File: src/rtl/riscv_dmem_arbiter_if.sv
// Bundles the two requester ports and the bridge port of the data-memory arbiter.
interface riscv_dmem_arbiter_if #(
  parameter int LEN_W = 2
);
  logic             m0_req,    m1_req;
  logic             m0_we,     m1_we;
  logic [LEN_W-1:0] m0_len,    m1_len;
  logic [31:0]      m0_addr,   m1_addr;
  logic [31:0]      m0_wdata,  m1_wdata;
  logic             m0_gnt,    m1_gnt;
  logic             m0_rvalid, m1_rvalid;
  logic [31:0]      m0_rdata,  m1_rdata;
  logic             mem_we;
  logic [LEN_W-1:0] mem_len;
  logic [31:0]      mem_addr;
  logic [31:0]      mem_wdata;
  logic [31:0]      mem_rdata;

  // Arbiter side.
  modport slave (
    input  m0_req, m0_we, m0_len, m0_addr, m0_wdata,
    input  m1_req, m1_we, m1_len, m1_addr, m1_wdata,
    input  mem_rdata,
    output m0_gnt, m1_gnt, m0_rvalid, m1_rvalid, m0_rdata, m1_rdata,
    output mem_we, mem_len, mem_addr, mem_wdata
  );

  // Requester/bridge side.
  modport master (
    output m0_req, m0_we, m0_len, m0_addr, m0_wdata,
    output m1_req, m1_we, m1_len, m1_addr, m1_wdata,
    output mem_rdata,
    input  m0_gnt, m1_gnt, m0_rvalid, m1_rvalid, m0_rdata, m1_rdata,
    input  mem_we, mem_len, mem_addr, mem_wdata
  );
endinterface

File: src/rtl/riscv_dmem_arbiter.sv
// Two-requester arbiter for the data-memory/IO bridge: CPU (m0) has priority,
// m1 is forced through after STARVE_LIMIT consecutive denied cycles.
// Grants are combinational; load data returns registered one cycle later.
module riscv_dmem_arbiter #(
  parameter int STARVE_LIMIT = 4,
  parameter int CW           = 4
) (
  input  logic clk,
  input  logic rst,
  riscv_dmem_arbiter_if.slave bus
);
  localparam int              NUM_REQ = 2;
  localparam logic [CW-1:0]   LIMIT   = CW'(STARVE_LIMIT);

  logic [CW-1:0]              starve_cnt;
  logic                       force1, m0_gnt, m1_gnt;
  logic [NUM_REQ-1:0]         ld;
  logic [NUM_REQ-1:0]         rvalid_q;
  logic [NUM_REQ-1:0][31:0]   rdata_q;

  // Grant decision: m0 wins unless m1 has waited its full starvation budget.
  always_comb begin
    force1 = bus.m1_req && (starve_cnt == LIMIT);
    m1_gnt = bus.m1_req && (!bus.m0_req || force1);
    m0_gnt = bus.m0_req && !m1_gnt;
  end

  assign bus.m0_gnt = m0_gnt;
  assign bus.m1_gnt = m1_gnt;

  // Bridge mux: m1 only when granted, m0 otherwise; writes gated by the grant
  // so an idle cycle never stores.
  assign bus.mem_addr  = m1_gnt ? bus.m1_addr  : bus.m0_addr;
  assign bus.mem_wdata = m1_gnt ? bus.m1_wdata : bus.m0_wdata;
  assign bus.mem_len   = m1_gnt ? bus.m1_len   : bus.m0_len;
  assign bus.mem_we    = (m0_gnt && bus.m0_we) || (m1_gnt && bus.m1_we);

  // Starvation counter: consecutive cycles m1 requested but lost; any gap or win clears it.
  always_ff @(posedge clk or posedge rst) begin
    if (rst)                       starve_cnt <= '0;
    else if (!bus.m1_req || m1_gnt) starve_cnt <= '0;
    else                           starve_cnt <= starve_cnt + CW'(1);
  end

  // Per-requester granted-load strobe.
  assign ld[0] = m0_gnt && !bus.m0_we;
  assign ld[1] = m1_gnt && !bus.m1_we;

  // Read return: capture bridge data on a granted load, pulse rvalid for one cycle.
  always_ff @(posedge clk or posedge rst) begin
    if (rst) begin
      rvalid_q <= '0;
      rdata_q  <= '0;
    end else begin
      for (int k = 0; k < NUM_REQ; k++) begin
        rvalid_q[k] <= ld[k];
        if (ld[k]) rdata_q[k] <= bus.mem_rdata;
      end
    end
  end

  assign bus.m0_rvalid = rvalid_q[0];
  assign bus.m1_rvalid = rvalid_q[1];
  assign bus.m0_rdata  = rdata_q[0];
  assign bus.m1_rdata  = rdata_q[1];
endmodule
File: src/flat_wrapper.sv
// flat-port wrapper written by rule: the top's interface ports become plain ports
module riscv_dmem_arbiter_flat 
#(
  parameter int STARVE_LIMIT = 4,
  parameter int CW           = 4
)
  (clk, rst, bus_m0_req, bus_m0_we, bus_m0_len, bus_m0_addr, bus_m0_wdata, bus_m1_req, bus_m1_we, bus_m1_len, bus_m1_addr, bus_m1_wdata, bus_mem_rdata, bus_m0_gnt, bus_m1_gnt, bus_m0_rvalid, bus_m1_rvalid, bus_m0_rdata, bus_m1_rdata, bus_mem_we, bus_mem_len, bus_mem_addr, bus_mem_wdata);
  riscv_dmem_arbiter_if bus_i ();
  input  logic clk;
  input  logic rst;
  input wire logic [$bits(bus_i.m0_req)-1:0] bus_m0_req;
  input wire logic [$bits(bus_i.m0_we)-1:0] bus_m0_we;
  input wire logic [$bits(bus_i.m0_len)-1:0] bus_m0_len;
  input wire logic [$bits(bus_i.m0_addr)-1:0] bus_m0_addr;
  input wire logic [$bits(bus_i.m0_wdata)-1:0] bus_m0_wdata;
  input wire logic [$bits(bus_i.m1_req)-1:0] bus_m1_req;
  input wire logic [$bits(bus_i.m1_we)-1:0] bus_m1_we;
  input wire logic [$bits(bus_i.m1_len)-1:0] bus_m1_len;
  input wire logic [$bits(bus_i.m1_addr)-1:0] bus_m1_addr;
  input wire logic [$bits(bus_i.m1_wdata)-1:0] bus_m1_wdata;
  input wire logic [$bits(bus_i.mem_rdata)-1:0] bus_mem_rdata;
  output wire logic [$bits(bus_i.m0_gnt)-1:0] bus_m0_gnt;
  output wire logic [$bits(bus_i.m1_gnt)-1:0] bus_m1_gnt;
  output wire logic [$bits(bus_i.m0_rvalid)-1:0] bus_m0_rvalid;
  output wire logic [$bits(bus_i.m1_rvalid)-1:0] bus_m1_rvalid;
  output wire logic [$bits(bus_i.m0_rdata)-1:0] bus_m0_rdata;
  output wire logic [$bits(bus_i.m1_rdata)-1:0] bus_m1_rdata;
  output wire logic [$bits(bus_i.mem_we)-1:0] bus_mem_we;
  output wire logic [$bits(bus_i.mem_len)-1:0] bus_mem_len;
  output wire logic [$bits(bus_i.mem_addr)-1:0] bus_mem_addr;
  output wire logic [$bits(bus_i.mem_wdata)-1:0] bus_mem_wdata;
  assign bus_i.m0_req = bus_m0_req;
  assign bus_i.m0_we = bus_m0_we;
  assign bus_i.m0_len = bus_m0_len;
  assign bus_i.m0_addr = bus_m0_addr;
  assign bus_i.m0_wdata = bus_m0_wdata;
  assign bus_i.m1_req = bus_m1_req;
  assign bus_i.m1_we = bus_m1_we;
  assign bus_i.m1_len = bus_m1_len;
  assign bus_i.m1_addr = bus_m1_addr;
  assign bus_i.m1_wdata = bus_m1_wdata;
  assign bus_i.mem_rdata = bus_mem_rdata;
  assign bus_m0_gnt = bus_i.m0_gnt;
  assign bus_m1_gnt = bus_i.m1_gnt;
  assign bus_m0_rvalid = bus_i.m0_rvalid;
  assign bus_m1_rvalid = bus_i.m1_rvalid;
  assign bus_m0_rdata = bus_i.m0_rdata;
  assign bus_m1_rdata = bus_i.m1_rdata;
  assign bus_mem_we = bus_i.mem_we;
  assign bus_mem_len = bus_i.mem_len;
  assign bus_mem_addr = bus_i.mem_addr;
  assign bus_mem_wdata = bus_i.mem_wdata;
  riscv_dmem_arbiter #(.STARVE_LIMIT(STARVE_LIMIT), .CW(CW)) u_core (.clk(clk), .rst(rst), .bus(bus_i));
endmodule
File: config.mk
export PLATFORM = sky130hd
export DESIGN_NAME = riscv_dmem_arbiter_flat
export DESIGN_NICKNAME = d
export VERILOG_FILES = /design/src/rtl/riscv_dmem_arbiter_if.sv /design/src/rtl/riscv_dmem_arbiter.sv /design/src/flat_wrapper.sv
export SDC_FILE = /design/constraint.sdc
export NUM_CORES = 1
export LEC_CHECK = 0
export ABC_AREA = 0
export ABC_CLOCK_PERIOD_IN_PS = 2200
export BUFFER_PORTS_ARGS = -buffer_cell sky130_fd_sc_hd__buf_2
export CORE_AREA = 8 8 111 113
export DETAILED_ROUTE_END_ITERATION = 8
export DIE_AREA = 0 0 119 121
export PLACE_DENSITY = 0.74
export SLEW_MARGIN = 20
export SYNTH_ARGS = -nofsm -noshare
export SYNTH_HDL_FRONTEND = slang
export SYNTH_SLANG_ARGS = --single-unit
File: constraint.sdc
create_clock -name clk -period 2.2 [get_ports clk]
set_input_delay 0.11 -clock clk [delete_from_list [all_inputs] [get_ports clk]]
set_output_delay 0.11 -clock clk [all_outputs]
set_load 0.02 [all_outputs]
==> reports/qor.yml <==
cts:
  cts_root_buffer: "clkbuf_8"
  cts_tree: "built"
  clk_path_buf_depth: 2
  path_clk_slew_ns: 0.07
  cts_sinks: 70
  clk_latency_ns: 0.33
  htreeDepth: 3
  cts_inserted_buffers: 9
placed_design:
  numPortBuffers: 304
  routabilityCongestion: 0.917
  dp_slack_ns: 0.169
  dpl.hpwl_um: 11400
  dpl.cell_count: 679
route:
  post-route-drc-count: 0
  vias_per_cell: 4.71
  via_count: 3322
  drtPass1Iterations: 4
  wl_um: 14300
  postRouteAntennaNets: 0
  wl_per_cell_um: 20.3
  drt_iter0_markers: 103
global_route:
  grtUsageTotal: 0.188
  grt.busiest_layer: "met2"
  grt_pass1_wl_um: 21400
  antenna_found_initial: 0
  met2_usage: 0.332
  grt_use_met1: 0.195
  use_met3: 0.0791
  grt_pass1_vias: 3699
  overflow: 0
  grt_max_degree: 43
floorplan:
  die_area_um2: 14400
  start_util: 0.338
  num_io_pins: 305
  dieHeight_um: 121
  die_x_um: 119
  num_rows: 38
  coreArea_um2: 10600
sta:
  period_needed_ns: 2.25
  slew_viol_final: 0
  setup_viol: 27
  finalClockSkew_ns: 0.00418
  rsz0062_at_grt: "yes"
  post-route-period-util: 1.02
  hold_viol: 0
  setup_ws_ns: -0.0473
  maxSlewHeadroom: 0.591
  tightest_slew_ns: 0.613
  max_freq_mhz: 445
status:
  status: "finished with violations"
  violations: "negative setup slack"
critical_path:
  path_class: "reg -> out"
  path_max_fanout: 8
  cp-end-kind: "primary output"
  critical_path_arrival_ns: 2.14
  start_kind: "flip-flop"
  critPathRequiredTime_ns: 2.09
synthesis:
  synth.top_cell.area_share: 0.488
  ys_types: 19
  synthesis.area_per_instance_um2: 15.0
  ys_seq_area_frac: 0.488
  synth_area_um2: 3590
  netlist_top_cells_area: "dfrtp_1 49%, mux2_2 32%, mux2_4 12%"
  ys_ff_latch: 70
  syn_inst: 239
  syn_nets: 411
  synth_area_leader_cell: "dfrtp_1"
  yosysWarnings: 0
final_layout:
  drive_above_1_share: 0.835
  fin_util: 0.559
  area_delta_synth_final_pct: 65.2
  n_antenna_cell: 0
  nNetsFinal: 733
  fillers: 881
  instances_no_fill: 705
pwr:
  power_density_nw_per_um2: 677
  power.leakage_uw: 0.00311
  max-vdd-ir-drop_mv: 0.599
  p_total_uw: 4020
flow_run:
  maxCapViolCount: 0
hold_path:
  min-delay-path-class: "in -> reg"
[layout make-up]
cell class                      instances  area, um^2  share of cell area
Clock buffer                           15         186              0.0315
Inverter                                7        26.3             0.00443
Multi-Input combinational cell        150        1740               0.294
Sequential cell                        70        1750               0.296
Tap cell                              140         175              0.0296
Timing Repair Buffer                  323        2050               0.345
[synth_stat cells, drive strengths merged]
| master | count |
|---|---|
| mux2 | 130 |
| a21boi | 1 |
| nand3b | 2 |
| nand2b | 1 |
| dfrtp | 70 |
| buf | 13 |
| xnor2 | 1 |
| inv | 7 |
| nor2 | 4 |
| a21oi | 1 |
| a21bo | 1 |
| xor2 | 1 |
| nand3 | 2 |
| nand4b | 1 |
| nand2 | 2 |
| ha | 2 |
[critical path, stage by stage, from the launching register on]
cell and delay, ns:
dfrtp_1 0.39, inv_2 0.08, ha_4 0.13, nand3b_1 0.10, buf_6 0.15, a21bo_4 0.26
buf_12 0.15, buf_6 0.13, mux2_2 0.29, buf_6 0.14
[path summary, 6_finish.rpt]
path	from	end	slack [ns]	depth (start not counted)
max in group asynchronous	rst	u_core.starve_cnt[0]	1.15	4
worst min-delay path	bus_mem_rdata[2]	u_core.bus.m0_rdata[2]	0.02	2
worst max register to register	u_core.starve_cnt[1]	u_core.bus.m1_rdata[28]	0.35	8
worst max-delay path	u_core.starve_cnt[1]	bus_mem_wdata[11]	-0.05	9
min in group asynchronous	rst	u_core.bus.m1_rdata[26]	0.41	3
worst min register to register	u_core.bus.m0_rdata[2]	u_core.bus.m0_rdata[2]	0.50	1
[sequential cells by signal (all words and copies together) (netlist names)]
signal	flops
u_core.rvalid_q	2
u_core.bus.m1_rdata	32
u_core.starve_cnt	4
u_core.bus.m0_rdata	32
[cells in the final DEF (no fill, tap or decap), drive strengths merged]
cell	synthesis	layout
a21bo	1	2
a21boi	1	1
a21oi	1	1
buf	13	322
clkbuf	0	15
dfrtp	70	70
dlygate4sd3	0	1
ha	2	2
inv	7	7
mux2	130	130
nand2	2	2
nand2b	1	1
nand3	2	2
nand3b	2	2
nand4b	1	1
nor2	4	4
xnor2	1	1
xor2	1	1
[logic make-up after synthesis]
| logic type | after synthesis | share of synthesized area |
|---|---|---|
| flip-flops | 70 | 0.488 |
| XOR/XNOR | 2 | 0.00488 |
| multiplexers | 130 | 0.438 |
| adder cells (fa/ha/maj) | 2 | 0.00697 |
| AO/OA/AOI/OAI | 3 | 0.00733 |
| AND/OR/NAND/NOR | 12 | 0.0174 |
| buffers and inverters | 20 | 0.0366 |
[per-layer routing]
layer  up-vias  part of all wire
met4         0             0.022
met2       184              0.52
li1       1501                 -
met1      1618              0.36
met5         -                 0
met3        19              0.10
[power by group]
group / switching, uW / internal, uW / leakage [uW]
Sequential: 97.8 / 1490 / 0.000835
Combinational: 777 / 694 / 0.00218
Clock: 429 / 528 / 0.0000958
[through the flow]
step / TNS, ns / area [um^2] / hold WS [ns]
after floorplan: 0 / 3590 / 0.260
after global placement: 0 / 5310 / 0.206
after detailed placement: 0 / 5310 / 0.219
after CTS: -1.58 / 5840 / 0.000716
after global routing: -3.80 / 5930 / 0.00482
final: -0.914 / 5930 / 0.0187
[repair_timing]
action,4_1_cts,5_1_grt
setup endpoints to repair,63,66
pin swaps,1,2
endpoints found under the hold margin,28,0
setup buffers,7,1
resized for setup,75,26
cloned,2,0
hold buffers,1,0
(Power assumes the default switching activity.)
